`src/rtl/axi_lite_pkg.sv`:
```
// -----------------------------------------------------------------------------
// axi_lite_pkg
// Shared types for the AXI-Lite master slice.
//   resp_t      : AXI response codes (OKAY, EXOKAY, SLVERR, DECERR)
//   mst_state_t : master transaction FSM states
//   WDOG_W      : watchdog counter width (covers TIMEOUT up to 65535)
// -----------------------------------------------------------------------------
package axi_lite_pkg;

   typedef enum logic [1:0] {
      OKAY   = 2'd0,
      EXOKAY = 2'd1,
      SLVERR = 2'd2,
      DECERR = 2'd3
   } resp_t;

   typedef enum logic [2:0] {
      IDLE    = 3'd0,
      WR_REQ  = 3'd1,
      WR_RESP = 3'd2,
      RD_REQ  = 3'd3,
      RD_DATA = 3'd4,
      RESP    = 3'd5
   } mst_state_t;

   localparam int WDOG_W = 16;

endpackage

```
`src/rtl/axi_lite_wdog.sv`:
```
// -----------------------------------------------------------------------------
// axi_lite_wdog
// Per-transaction cycle counter. Counts while enable is high and saturates at
// TIMEOUT; expired stays high from then until the next clear.
// Ports:
//   clk, rstn : clock, synchronous active-low reset
//   clear     : restart the count (new transaction accepted)
//   enable    : count this cycle
//   expired   : count has reached TIMEOUT
// -----------------------------------------------------------------------------
module axi_lite_wdog
   import axi_lite_pkg::*;
#(
   parameter int TIMEOUT = 255
) (
   input  logic clk,
   input  logic rstn,
   input  logic clear,
   input  logic enable,
   output logic expired
);

   logic [WDOG_W-1:0] count_q;
   logic [WDOG_W-1:0] count_d;

   assign expired = (count_q >= WDOG_W'(TIMEOUT));

   always_comb begin
      count_d = count_q;
      if (clear) begin
         count_d = '0;
      end else if (enable && !expired) begin
         count_d = count_q + 1'b1;
      end
   end

   always_ff @(posedge clk) begin
      if (!rstn) begin
         count_q <= '0;
      end else begin
         count_q <= count_d;
      end
   end

endmodule

```
`src/rtl/axi_lite_master.sv`:
```
// -----------------------------------------------------------------------------
// axi_lite_master
// Single-outstanding AXI-Lite master driven by a simple command/response
// handshake. A watchdog aborts any transaction that stalls for TIMEOUT cycles
// and reports DECERR (2'b11) locally without finishing the bus handshake.
// Ports:
//   clk, rstn                       : clock, synchronous active-low reset
//   cmd_valid/cmd_ready, cmd_write,
//   cmd_addr, cmd_wdata, cmd_wstrb  : command side (one at a time)
//   rsp_valid/rsp_ready, rsp_rdata,
//   rsp_resp                        : response side
//   m_aw*, m_w*, m_b*, m_ar*, m_r*  : AXI-Lite master channels (registered)
// -----------------------------------------------------------------------------
module axi_lite_master
   import axi_lite_pkg::*;
#(
   parameter int ADDR_W  = 8,
   parameter int DATA_W  = 32,
   parameter int TIMEOUT = 255
) (
   input  logic                clk,
   input  logic                rstn,
   input  logic                cmd_valid,
   output logic                cmd_ready,
   input  logic                cmd_write,
   input  logic [ADDR_W-1:0]   cmd_addr,
   input  logic [DATA_W-1:0]   cmd_wdata,
   input  logic [DATA_W/8-1:0] cmd_wstrb,
   output logic                rsp_valid,
   input  logic                rsp_ready,
   output logic [DATA_W-1:0]   rsp_rdata,
   output logic [1:0]          rsp_resp,
   output logic [ADDR_W-1:0]   m_awaddr,
   output logic                m_awvalid,
   input  logic                m_awready,
   output logic [DATA_W-1:0]   m_wdata,
   output logic [DATA_W/8-1:0] m_wstrb,
   output logic                m_wvalid,
   input  logic                m_wready,
   input  logic [1:0]          m_bresp,
   input  logic                m_bvalid,
   output logic                m_bready,
   output logic [ADDR_W-1:0]   m_araddr,
   output logic                m_arvalid,
   input  logic                m_arready,
   input  logic [DATA_W-1:0]   m_rdata,
   input  logic [1:0]          m_rresp,
   input  logic                m_rvalid,
   output logic                m_rready
);

   mst_state_t          state_q;
   logic [ADDR_W-1:0]   m_awaddr_q;
   logic [ADDR_W-1:0]   m_araddr_q;
   logic [DATA_W-1:0]   m_wdata_q;
   logic [DATA_W/8-1:0] m_wstrb_q;
   logic                m_awvalid_q;
   logic                m_wvalid_q;
   logic                m_bready_q;
   logic                m_arvalid_q;
   logic                m_rready_q;
   logic                rsp_valid_q;
   logic [DATA_W-1:0]   rsp_rdata_q;
   logic [1:0]          rsp_resp_q;

   logic accept;
   logic busy;
   logic aw_done;
   logic w_done;
   logic completing;
   logic wdog_expired;
   logic abort;

   assign cmd_ready = (state_q == IDLE) && rstn;
   assign accept    = cmd_valid && cmd_ready;
   assign busy      = (state_q == WR_REQ) || (state_q == WR_RESP) ||
                      (state_q == RD_REQ) || (state_q == RD_DATA);

   // A channel is done once its valid has dropped or it handshakes this cycle,
   // so AW and W may complete in either order or together.
   assign aw_done = !m_awvalid_q || m_awready;
   assign w_done  = !m_wvalid_q  || m_wready;

   // A phase that completes this cycle wins over a simultaneous timeout.
   always_comb begin
      completing = 1'b0;
      case (state_q)
         WR_REQ:  completing = aw_done && w_done;
         WR_RESP: completing = m_bvalid;
         RD_REQ:  completing = m_arready;
         RD_DATA: completing = m_rvalid;
         default: completing = 1'b0;
      endcase
   end

   assign abort = busy && wdog_expired && !completing;

   axi_lite_wdog #(
      .TIMEOUT(TIMEOUT)
   ) u_wdog (
      .clk    (clk),
      .rstn   (rstn),
      .clear  (accept),
      .enable (busy),
      .expired(wdog_expired)
   );

   always_ff @(posedge clk) begin
      if (!rstn) begin
         state_q     <= IDLE;
         m_awaddr_q  <= '0;
         m_araddr_q  <= '0;
         m_wdata_q   <= '0;
         m_wstrb_q   <= '0;
         m_awvalid_q <= 1'b0;
         m_wvalid_q  <= 1'b0;
         m_bready_q  <= 1'b0;
         m_arvalid_q <= 1'b0;
         m_rready_q  <= 1'b0;
         rsp_valid_q <= 1'b0;
         rsp_rdata_q <= '0;
         rsp_resp_q  <= '0;
      end else begin
         case (state_q)
            IDLE: begin
               if (accept) begin
                  m_wdata_q <= cmd_wdata;
                  m_wstrb_q <= cmd_wstrb;
                  if (cmd_write) begin
                     m_awaddr_q  <= cmd_addr;
                     m_awvalid_q <= 1'b1;
                     m_wvalid_q  <= 1'b1;
                     state_q     <= WR_REQ;
                  end else begin
                     m_araddr_q  <= cmd_addr;
                     m_arvalid_q <= 1'b1;
                     state_q     <= RD_REQ;
                  end
               end
            end
            WR_REQ: begin
               if (m_awvalid_q && m_awready) m_awvalid_q <= 1'b0;
               if (m_wvalid_q && m_wready)   m_wvalid_q  <= 1'b0;
               if (aw_done && w_done) begin
                  m_bready_q <= 1'b1;
                  state_q    <= WR_RESP;
               end
            end
            WR_RESP: begin
               if (m_bvalid) begin
                  m_bready_q  <= 1'b0;
                  rsp_resp_q  <= m_bresp;
                  rsp_rdata_q <= '0;
                  rsp_valid_q <= 1'b1;
                  state_q     <= RESP;
               end
            end
            RD_REQ: begin
               if (m_arready) begin
                  m_arvalid_q <= 1'b0;
                  m_rready_q  <= 1'b1;
                  state_q     <= RD_DATA;
               end
            end
            RD_DATA: begin
               if (m_rvalid) begin
                  m_rready_q  <= 1'b0;
                  rsp_resp_q  <= m_rresp;
                  rsp_rdata_q <= m_rdata;
                  rsp_valid_q <= 1'b1;
                  state_q     <= RESP;
               end
            end
            RESP: begin
               if (rsp_ready) begin
                  rsp_valid_q <= 1'b0;
                  state_q     <= IDLE;
               end
            end
            default: state_q <= IDLE;
         endcase

         // Local abort: walk away from the bus without finishing handshakes,
         // so anything the slave sends afterwards is simply never accepted.
         if (abort) begin
            m_awvalid_q <= 1'b0;
            m_wvalid_q  <= 1'b0;
            m_bready_q  <= 1'b0;
            m_arvalid_q <= 1'b0;
            m_rready_q  <= 1'b0;
            rsp_resp_q  <= DECERR;
            rsp_rdata_q <= '0;
            rsp_valid_q <= 1'b1;
            state_q     <= RESP;
         end
      end
   end

   assign m_awaddr  = m_awaddr_q;
   assign m_awvalid = m_awvalid_q;
   assign m_wdata   = m_wdata_q;
   assign m_wstrb   = m_wstrb_q;
   assign m_wvalid  = m_wvalid_q;
   assign m_bready  = m_bready_q;
   assign m_araddr  = m_araddr_q;
   assign m_arvalid = m_arvalid_q;
   assign m_rready  = m_rready_q;
   assign rsp_valid = rsp_valid_q;
   assign rsp_rdata = rsp_rdata_q;
   assign rsp_resp  = rsp_resp_q;

endmodule

```
`config.mk`:
```
export PLATFORM = sky130hd
export DESIGN_NAME = axi_lite_master
export DESIGN_NICKNAME = d
export VERILOG_FILES = /design/src/rtl/axi_lite_pkg.sv /design/src/rtl/axi_lite_wdog.sv /design/src/rtl/axi_lite_master.sv
export SDC_FILE = /design/constraint.sdc
export NUM_CORES = 1
export LEC_CHECK = 0
export CAP_MARGIN = 20
export CORE_MARGIN = 4
export CORE_UTILIZATION = 40
export DETAILED_ROUTE_END_ITERATION = 10
export HOLD_SLACK_MARGIN = 0.12
export PLACE_DENSITY = 0.79
export SKIP_CTS_REPAIR_TIMING = 1
export SLEW_MARGIN = 5
export SYNTH_ARGS = -nofsm -noshare
export SYNTH_HDL_FRONTEND = slang
export SYNTH_SLANG_ARGS = --single-unit
```
`constraint.sdc`:
```
create_clock -name clk -period 2.1 [get_ports clk]
set_clock_uncertainty 0.2 [all_clocks]
set_input_delay 0.315 -clock clk [delete_from_list [all_inputs] [get_ports clk]]
set_output_delay 0.315 -clock clk [all_outputs]
set_load 0.02 [all_outputs]
```
==> impl_metrics.tcl, run 1 <==
set metrics [dict create \
    status "completed" \
    synthCells 515 \
    overflow 0 \
    ys_ff_latch 111 \
    cts_root_buffer "clkbuf_16" \
    p_per_area_nw_per_um2 1006 \
    async_flop_share_pct 0 \
    dp_hpwl_um 9513 \
    num_rows 38 \
    crit_buf_inv 1 \
    final_cells 853 \
    coreArea_um2 10940 \
    hp-start "m_wdata[12]$_SDFFE_PN0P_" \
    die_h_um 114.1 \
    clock-sinks 111 \
    grt_pass1_wl_um 20520 \
    ys_warn_count 0 \
    multiInputGateArea_um2 2146 \
    hold_viol 0 \
    hp-class "reg -> reg" \
    insertedDiodeCount 0 \
    ant_nets 0 \
    critPathRequiredTime_ns 2.17 \
    fmax_ghz 0.4978 \
    clk_pin_slew_ns 0.07 \
    drtPass1Iterations 4 \
    cp_max_fo 13 \
    r2r_setup_slack_ns 0.09 \
    slew_violations 0 \
    maxSlewHeadroom_pct 75.75 \
    regArea_um2 2222 \
    nNetsFinal 799 \
    synthesis.nets 606 \
    portBuffers 182 \
    ys_seq_area_share_pct 49.31 \
    antenna_found_initial 0 \
    grt_use_total_pct 19.09 \
    slowest_delay_ns 0.51 \
    synth_edf_count 0 \
    cts_tree "built" \
    fin_hold_ws_ns 0.2517 \
    leakagePower_nw 2.826 \
    grt_max_degree 43 \
    vias 4372 \
    critPathKind "reg -> reg" \
    final.period_utilization_pct 95.66 \
    die_x_um 114.1 \
    arrival_ns 2.08 \
    dp.cells 835 \
    grt_pass1_vias 4374 \
    avgSynthCellArea_um2 8.751 \
    drc 0 \
    fill_cells 880 \
    synthDistinctLibCells 51 \
    synth_top_area_share_pct 49.31 \
    path_delay_family "simple AND/OR/NAND/NOR gates" \
    io_pins 183 \
    detail_route.wl_per_cell_um 14.97 \
    first_iter_violations 376 \
    finalCriticalPeriod_ns 2.009 \
    cts_buffers 9 \
    tns_ns 0 \
    synthFlopType "dfxtp_1" \
    crit_slowest_cell "or4_1" \
    setup_violations 0 \
    max-clock-path-buffers 2 \
    end_kind "flop" \
    synth_top_cell_by_area "dfxtp_1" \
    area_growth_pct 56.33 \
    netlist_area_um2 4507 \
    drive_above_1_share_pct 9.116 \
    path_cells "nor4_4 > o211ai_1 > buf_4 > or4_1 > a21oi_1" \
    synth_top_cells_by_area "dfxtp_1 (49%), mux2i_1 (9.3%), nand2_1 (7.4%)" \
    gp_congestion 0.8717 \
    start_util_pct 41.21 \
    r2r_start "u_wdog.count_q[9]$_SDFFE_PP0P_" \
    dieArea_um2 13030 \
    critPathLaunchType "flop" \
    routed_via_density 5.125 \
    cap_violations 0 \
    wl_um 12770 \
    irDropWorstVdd_mv 0.5488 \
    clock_latency_ns 0.34 \
    h-tree-depth 3 \
    crit_start "u_wdog.count_q[9]$_SDFFE_PP0P_" \
    worstMarginPinSlew_ns 0.3637 \
]
sequential cells by signal (all words and copies together), names as in the netlist, 2 cells and up:
register        cells
rsp_rdata          32
u_wdog.count_q     16
rsp_resp            2
m_araddr            8
m_wstrb             4
m_wdata            32
state_q             3
m_awaddr            8
report_power, final:
group          internal, mW  leakage [nW]  switching [mW]  total [mW]
logic                  1.27          1.76            1.35        2.61
registers              2.40         0.902           0.200        2.60
clock network          1.07         0.164           0.802        1.88
worst reg2reg max path: cells and delay by family (launching register included):
kind            cells  cell delay, ns
compound gates      2            0.35
buf+inv             1            0.23
flops               1            0.33
simple gates        2            0.85
through the flow:
stage | instance area [um^2] | utilization, % | setup WS (ns) | total power, mW
after floorplan | 4516 | - | 0.1723 | 4.130
after global placement | 6659 | 60.89 | -0.2393 | 5.177
after CTS | 6993 | 63.95 | -0.2544 | 7.147
final | 7046 | 64.43 | 0.09111 | 7.086
after detailed placement | 6659 | 60.89 | -0.2493 | 5.256
after global routing | 7046 | 64.43 | -0.001047 | 7.464
final timing paths:
check | depth (start not counted) | to
worst min-delay path | 2 | m_wdata[12]$_SDFFE_PN0P_
worst max register to register | 5 | u_wdog.count_q[3]$_SDFFE_PP0P_
worst max-delay path | 5 | u_wdog.count_q[3]$_SDFFE_PP0P_
worst min register to register | 2 | m_wdata[12]$_SDFFE_PN0P_
synthesized netlist by cell type (2+ instances only):
cell and instances:
dfxtp_1 111, nand2_1 89, nand3_1 51, nor2_1 47, mux2i_1 42, and2_1 33
a21oi_1 26, buf_2 12, clkbuf_1 12, and3_1 9, o21ai_0 8, inv_1 7
buf_4 5, nand2b_1 5, a31oi_1 4, buf_1 4, o31ai_1 4, or4_1 4
nand3b_1 3, a21oi_2 2, mux2_2 2, nand4b_1 2, nor3_1 2, nor4_1 2
o21bai_1 2, o41ai_1 2
area by class of cell:
class / count / share of cell area (%)
sequential: 111 / 31.54
inverter: 7 / 0.3729
tap: 140 / 2.486
clock inverter: 7 / 1.545
clock buffer: 9 / 3.197
multi-input combinational: 363 / 30.46
timing repair buffer: 216 / 30.40
cell usage in the layout, fill, tap and decap left out, types with 9 or more instances in the layout:
cell	instances
and3_1	9
buf_4	29
nor2_1	46
a21oi_1	26
nand3_1	51
clkbuf_16	9
mux2i_1	42
nand2_1	89
and2_1	33
dfxtp_1	111
clkdlybuf4s50_1	181
kinds of logic after synthesis:
family,Yosys count,share of synthesized area [%]
compound gates,60,8.385
fa+ha+maj,1,0.2776
buf+inv,41,4.331
flops,111,49.31
mux,44,9.828
simple gates,258,27.87
layer usage:
metal	part of all wire [%]	vias to the layer above	global-route usage, %
met4	2.2	0	6.413
met2	48	200	33.06
met1	40	2004	21.84
li1	-	2144	-
met5	0	-	0
met3	10	24	6.818
(Power assumes the default switching activity.)
==> run 2, diff against run 1 <==
Settings changed: CORE_UTILIZATION 40 to 35, PLACE_DENSITY 0.79 to 0.71, SLEW_MARGIN 5 to unset.
==> impl_metrics.tcl, run 2 (same netlist as run 1, synthesis figures left out) <==
set metrics [dict create \
    detail_route.wl_per_cell_um 14.16 \
    coreArea_um2 12620 \
    insertedDiodeCount 0 \
    fill_cells 1138 \
    dieArea_um2 14760 \
    h-tree-depth 3 \
    cts_tree "built" \
    power_mw 6.842 \
    arrival_ns 2.08 \
    first_iter_violations 206 \
    dp_hpwl_um 9255 \
    critPathKind "reg -> reg" \
    end_kind "flop" \
    p_per_area_nw_per_um2 972.8 \
    io_pins 183 \
    hold_viol 0 \
    drc 0 \
    gp_congestion 0.8313 \
    cts_root_buffer "clkbuf_16" \
    reg2reg_depth 5 \
    nNetsFinal 799 \
    grt_max_degree 45 \
    p_clk_share_pct 24.3 \
    regToRegEndpoint "u_wdog.count_q[3]$_SDFFE_PP0P_" \
    grt_pass1_vias 4205 \
    leakagePower_nw 2.796 \
    finalCriticalPeriod_ns 1.997 \
    final_util_pct 55.73 \
    fin_hold_ws_ns 0.2538 \
    cap_violations 0 \
    stdcell_area_um2 7033 \
    internal_power_mw 4.481 \
    setup_violations 0 \
    hp-start "m_wdata[19]$_SDFFE_PN0P_" \
    place_ws_ns -0.1516 \
    portBuffers 182 \
    start_util_pct 35.71 \
    die_h_um 121.5 \
    drtPass1Iterations 4 \
    tns_ns 0 \
    critPathLaunchType "flop" \
    area_growth_pct 56.05 \
    wl_um 12530 \
    overflow 0 \
    layout_common_cells "clkdlybuf4s50_1 (181), dfxtp_1 (110), nand2_1 (89)" \
    final.period_utilization_pct 95.08 \
    clk_pin_slew_ns 0.07 \
    max-clock-path-buffers 2 \
    sequentialPowerShare_pct 38.0 \
    holdPathStages 2 \
    p_switching_mw 2.361 \
    r2r_start "u_wdog.count_q[9]$_SDFFE_PP0P_" \
    final_cells 885 \
    combPwrFrac_pct 37.7 \
    routed_via_density 4.820 \
    irDropWorstVdd_mv 0.3997 \
    clock-sinks 111 \
    layout_setup_ws_ns 0.1033 \
    maxSlewHeadroom_pct 72.62 \
    cp_max_fo 13 \
    layout_commonest_cell "clkdlybuf4s50_1" \
    swShare_pct 34.50 \
    die_x_um 121.5 \
    cts_buffers 9 \
    grt_pass1_wl_um 20270 \
    fmax_ghz 0.5008 \
    num_rows 41 \
    grt_use_total_pct 16.92 \
    slew_violations 0 \
    hp-class "reg -> reg" \
    r2r_setup_slack_ns 0.10 \
    worstMarginPinSlew_ns 0.4096 \
    hold_end "m_wdata[19]$_SDFFE_PN0P_" \
    drive_above_1_share_pct 9.397 \
    clock_latency_ns 0.35 \
    placed_cell_area_um2 6659 \
    antenna_found_initial 0 \
    ant_nets 0 \
    dp.cells 865 \
    status "completed" \
    vias 4266 \
    critPathRequiredTime_ns 2.18 \
]
==> run 2: changes by cell type in the layout (fill, tap and decap cells not counted), sizes merged <==
cell      delta
clkinvlp     +1
bufinv       -2
inv          -1
clkinv       +2
==> run 2: worst max-delay path by stage <==
stage | start | to | slack [ns] | cells after the start
2_1_floorplan | state_q[1]$_SDFFE_PP0P_ | u_wdog.count_q[2]$_SDFFE_PP0P_ | 0.17 | 6
3_3_place_gp | rstn | cmd_ready | -0.14 | 3
3_5_place_dp | rstn | cmd_ready | -0.15 | 3
4_1_cts | state_q[1]$_SDFFE_PP0P_ | cmd_ready | -0.23 | 2
5_1_grt | u_wdog.count_q[9]$_SDFFE_PP0P_ | u_wdog.count_q[6]$_SDFFE_PP0P_ | -0.01 | 5
6_report | u_wdog.count_q[9]$_SDFFE_PP0P_ | u_wdog.count_q[3]$_SDFFE_PP0P_ | 0.10 | 5
==> run 2: layer usage <==
layer | vias up | global-route usage, % | wire (um)
met4 | 0 | 6.443 | 208
met1 | 1942 | 19.88 | 5204
li1 | 2141 | - | -
met2 | 168 | 27.32 | 5760
met3 | 15 | 7.226 | 1357
met5 | - | 0 | 0
==> run 2: final cells by class <==
type                    instances  area, um^2  share of cell area [%]
multi-input cells             363        2156                   30.65
inverters                       7       26.28                  0.3736
repair buffers                216        2121                   30.15
well taps                     172       215.2                   3.060
clock buffers                   9       225.2                   3.202
flip-flops and latches        111        2223                   31.61
clock inverters                 7       66.31                  0.9429
==> run 2: power by group through the flow <==
stage,Clock (mW),Combinational (mW),Sequential [mW]
2_1_floorplan,0,1.23,2.90
3_3_place_gp,0,2.53,2.64
3_5_place_dp,0,2.58,2.65
4_1_cts,1.72,2.58,2.60
5_1_grt,1.81,2.79,2.65
6_report,1.66,2.58,2.60
==> run 2: critical path, cell delays in order (launching register included) <==
cell      delay (ns)
dfxtp_1         0.34
nor4_4          0.32
o211ai_1        0.18
buf_4           0.22
or4_1           0.51
a21oi_1         0.15
==> run 3, diff against run 2 <==
==> constraint.sdc (replaced) <==
create_clock -name clk -period 2.1 [get_ports clk]
set_clock_uncertainty 0.2 [all_clocks]
set_input_delay 0.21 -clock clk [delete_from_list [all_inputs] [get_ports clk]]
set_output_delay 0.21 -clock clk [all_outputs]
set_load 0.02 [all_outputs]
==> impl_metrics.tcl, run 3 (same netlist as run 1, synthesis figures left out) <==
set metrics [dict create \
    routed_via_density 4.869 \
    grt_pass1_wl_um 20400 \
    vias 4265 \
    hold_viol 0 \
    final_util_pct 55.22 \
    clk_pin_slew_ns 0.07 \
    first_iter_violations 226 \
    fmax_ghz 0.5056 \
    combPwrFrac_pct 37.4 \
    io_pins 183 \
    critPathKind "reg -> reg" \
    cts_buffers 9 \
    layout_setup_ws_ns 0.1220 \
    dp_hpwl_um 9452 \
    grt_use_total_pct 16.96 \
    overflow 0 \
    swShare_pct 33.42 \
    critPathRequiredTime_ns 2.17 \
    h-tree-depth 3 \
    wl_um 12610 \
    area_growth_pct 54.61 \
    dieArea_um2 14760 \
    nNetsFinal 791 \
    holdPathStages 3 \
    slowest_delay_ns 0.49 \
    status "completed" \
    setup_violations 0 \
    critPathLaunchType "flop" \
    fill_cells 1160 \
    die_h_um 121.5 \
    p_per_area_nw_per_um2 982.5 \
    portBuffers 182 \
    layout_commonest_cell "clkdlybuf4s50_1" \
    grt_pass1_vias 4274 \
    end_kind "flop" \
    reg2reg_depth 5 \
    crit_slowest_cell "or4_1" \
    hp-class "in -> reg" \
    cts_root_buffer "clkbuf_16" \
    drc 0 \
    finalCriticalPeriod_ns 1.978 \
    sequentialPowerShare_pct 37.8 \
    place_ws_ns 0.04065 \
    cts_tree "built" \
    insertedDiodeCount 0 \
    layout_common_cells "clkdlybuf4s50_1 (181), dfxtp_1 (111), nand2_1 (89)" \
    p_switching_mw 2.288 \
    stdcell_area_um2 6968 \
    cap_violations 0 \
    gp_congestion 0.8131 \
    grt_max_degree 46 \
    maxSlewHeadroom_pct 71.75 \
    slew_violations 0 \
    die_x_um 121.5 \
    p_clk_share_pct 24.8 \
    path_cells "nor4_4 > o211ai_1 > buf_4 > or4_1 > a21oi_1" \
    detail_route.wl_per_cell_um 14.39 \
    ant_nets 0 \
    internal_power_mw 4.558 \
    irDropWorstVdd_mv 0.4141 \
    arrival_ns 2.04 \
    placed_cell_area_um2 6646 \
    worstMarginPinSlew_ns 0.4238 \
    cp_max_fo 13 \
    start_util_pct 35.71 \
    leakagePower_nw 2.750 \
    drive_above_1_share_pct 7.528 \
    max-clock-path-buffers 2 \
    clock-sinks 111 \
    coreArea_um2 12620 \
    num_rows 41 \
    antenna_found_initial 0 \
    clock_latency_ns 0.35 \
    tns_ns 0 \
    drtPass1Iterations 4 \
    final.period_utilization_pct 94.19 \
]
run 3: cell count changes in the layout (fill, tap and decap cells not counted), sizes merged:
cell    before  now
buf         34   26
clkbuf       9   11
clkinv       3    1
inv         10    8
bufinv       0    1
run 3: critical path, delay by kind of cell, from the launching register on:
kind	cells	cell delay (ns)
compound gates	2	0.33
flops	1	0.34
simple gates	2	0.80
buf+inv	1	0.22
run 3: cell type report:
cell class / instances / area (um^2) / area share, %
tap: 172 / 215.2 / 3.089
inverter: 7 / 26.28 / 0.3771
timing repair buffer: 208 / 2082 / 29.88
multi-input combinational: 363 / 2135 / 30.63
sequential: 111 / 2222 / 31.89
clock buffer: 11 / 232.7 / 3.340
clock inverter: 4 / 55.05 / 0.7901
run 3: worst paths after layout:
check | from | end | slack [ns]
setup / recovery | u_wdog.count_q[8]$_SDFFE_PP0P_ | u_wdog.count_q[4]$_SDFFE_PP0P_ | 0.12
hold / removal | cmd_wdata[9] | m_wdata[9]$_SDFFE_PN0P_ | 0.19
setup reg to reg | u_wdog.count_q[8]$_SDFFE_PP0P_ | u_wdog.count_q[4]$_SDFFE_PP0P_ | 0.12
hold reg to reg | m_wdata[1]$_SDFFE_PN0P_ | m_wdata[1]$_SDFFE_PN0P_ | 0.25
run 3: stage by stage:
stage / hold WS, ns / std cells / power (mW)
6_report: 0.1945 / 876 / 6.846
5_1_grt: 0.1936 / 876 / 7.222
4_1_cts: 0.1840 / 875 / 6.904
2_1_floorplan: 0.1090 / 515 / 4.130
3_3_place_gp: 0.2402 / 860 / 5.147
3_5_place_dp: 0.2440 / 860 / 5.206
run 3: power groups by stage:
stage / sequential [mW] / clock [mW] / combinational [mW]
global placement: 2.62 / 0 / 2.53
global route: 2.64 / 1.83 / 2.76
finish: 2.59 / 1.70 / 2.56
detailed placement: 2.63 / 0 / 2.57
floorplan: 2.90 / 0 / 1.23
CTS: 2.59 / 1.74 / 2.58
run 3: routing by layer:
metal | vias up | wire (um) | GRT usage (%)
met2 | 162 | 5799 | 27.77
met3 | 13 | 1230 | 7.040
met1 | 1964 | 5422 | 20.16
met5 | - | 0 | 0
met4 | 0 | 158 | 5.462
li1 | 2126 | - | -
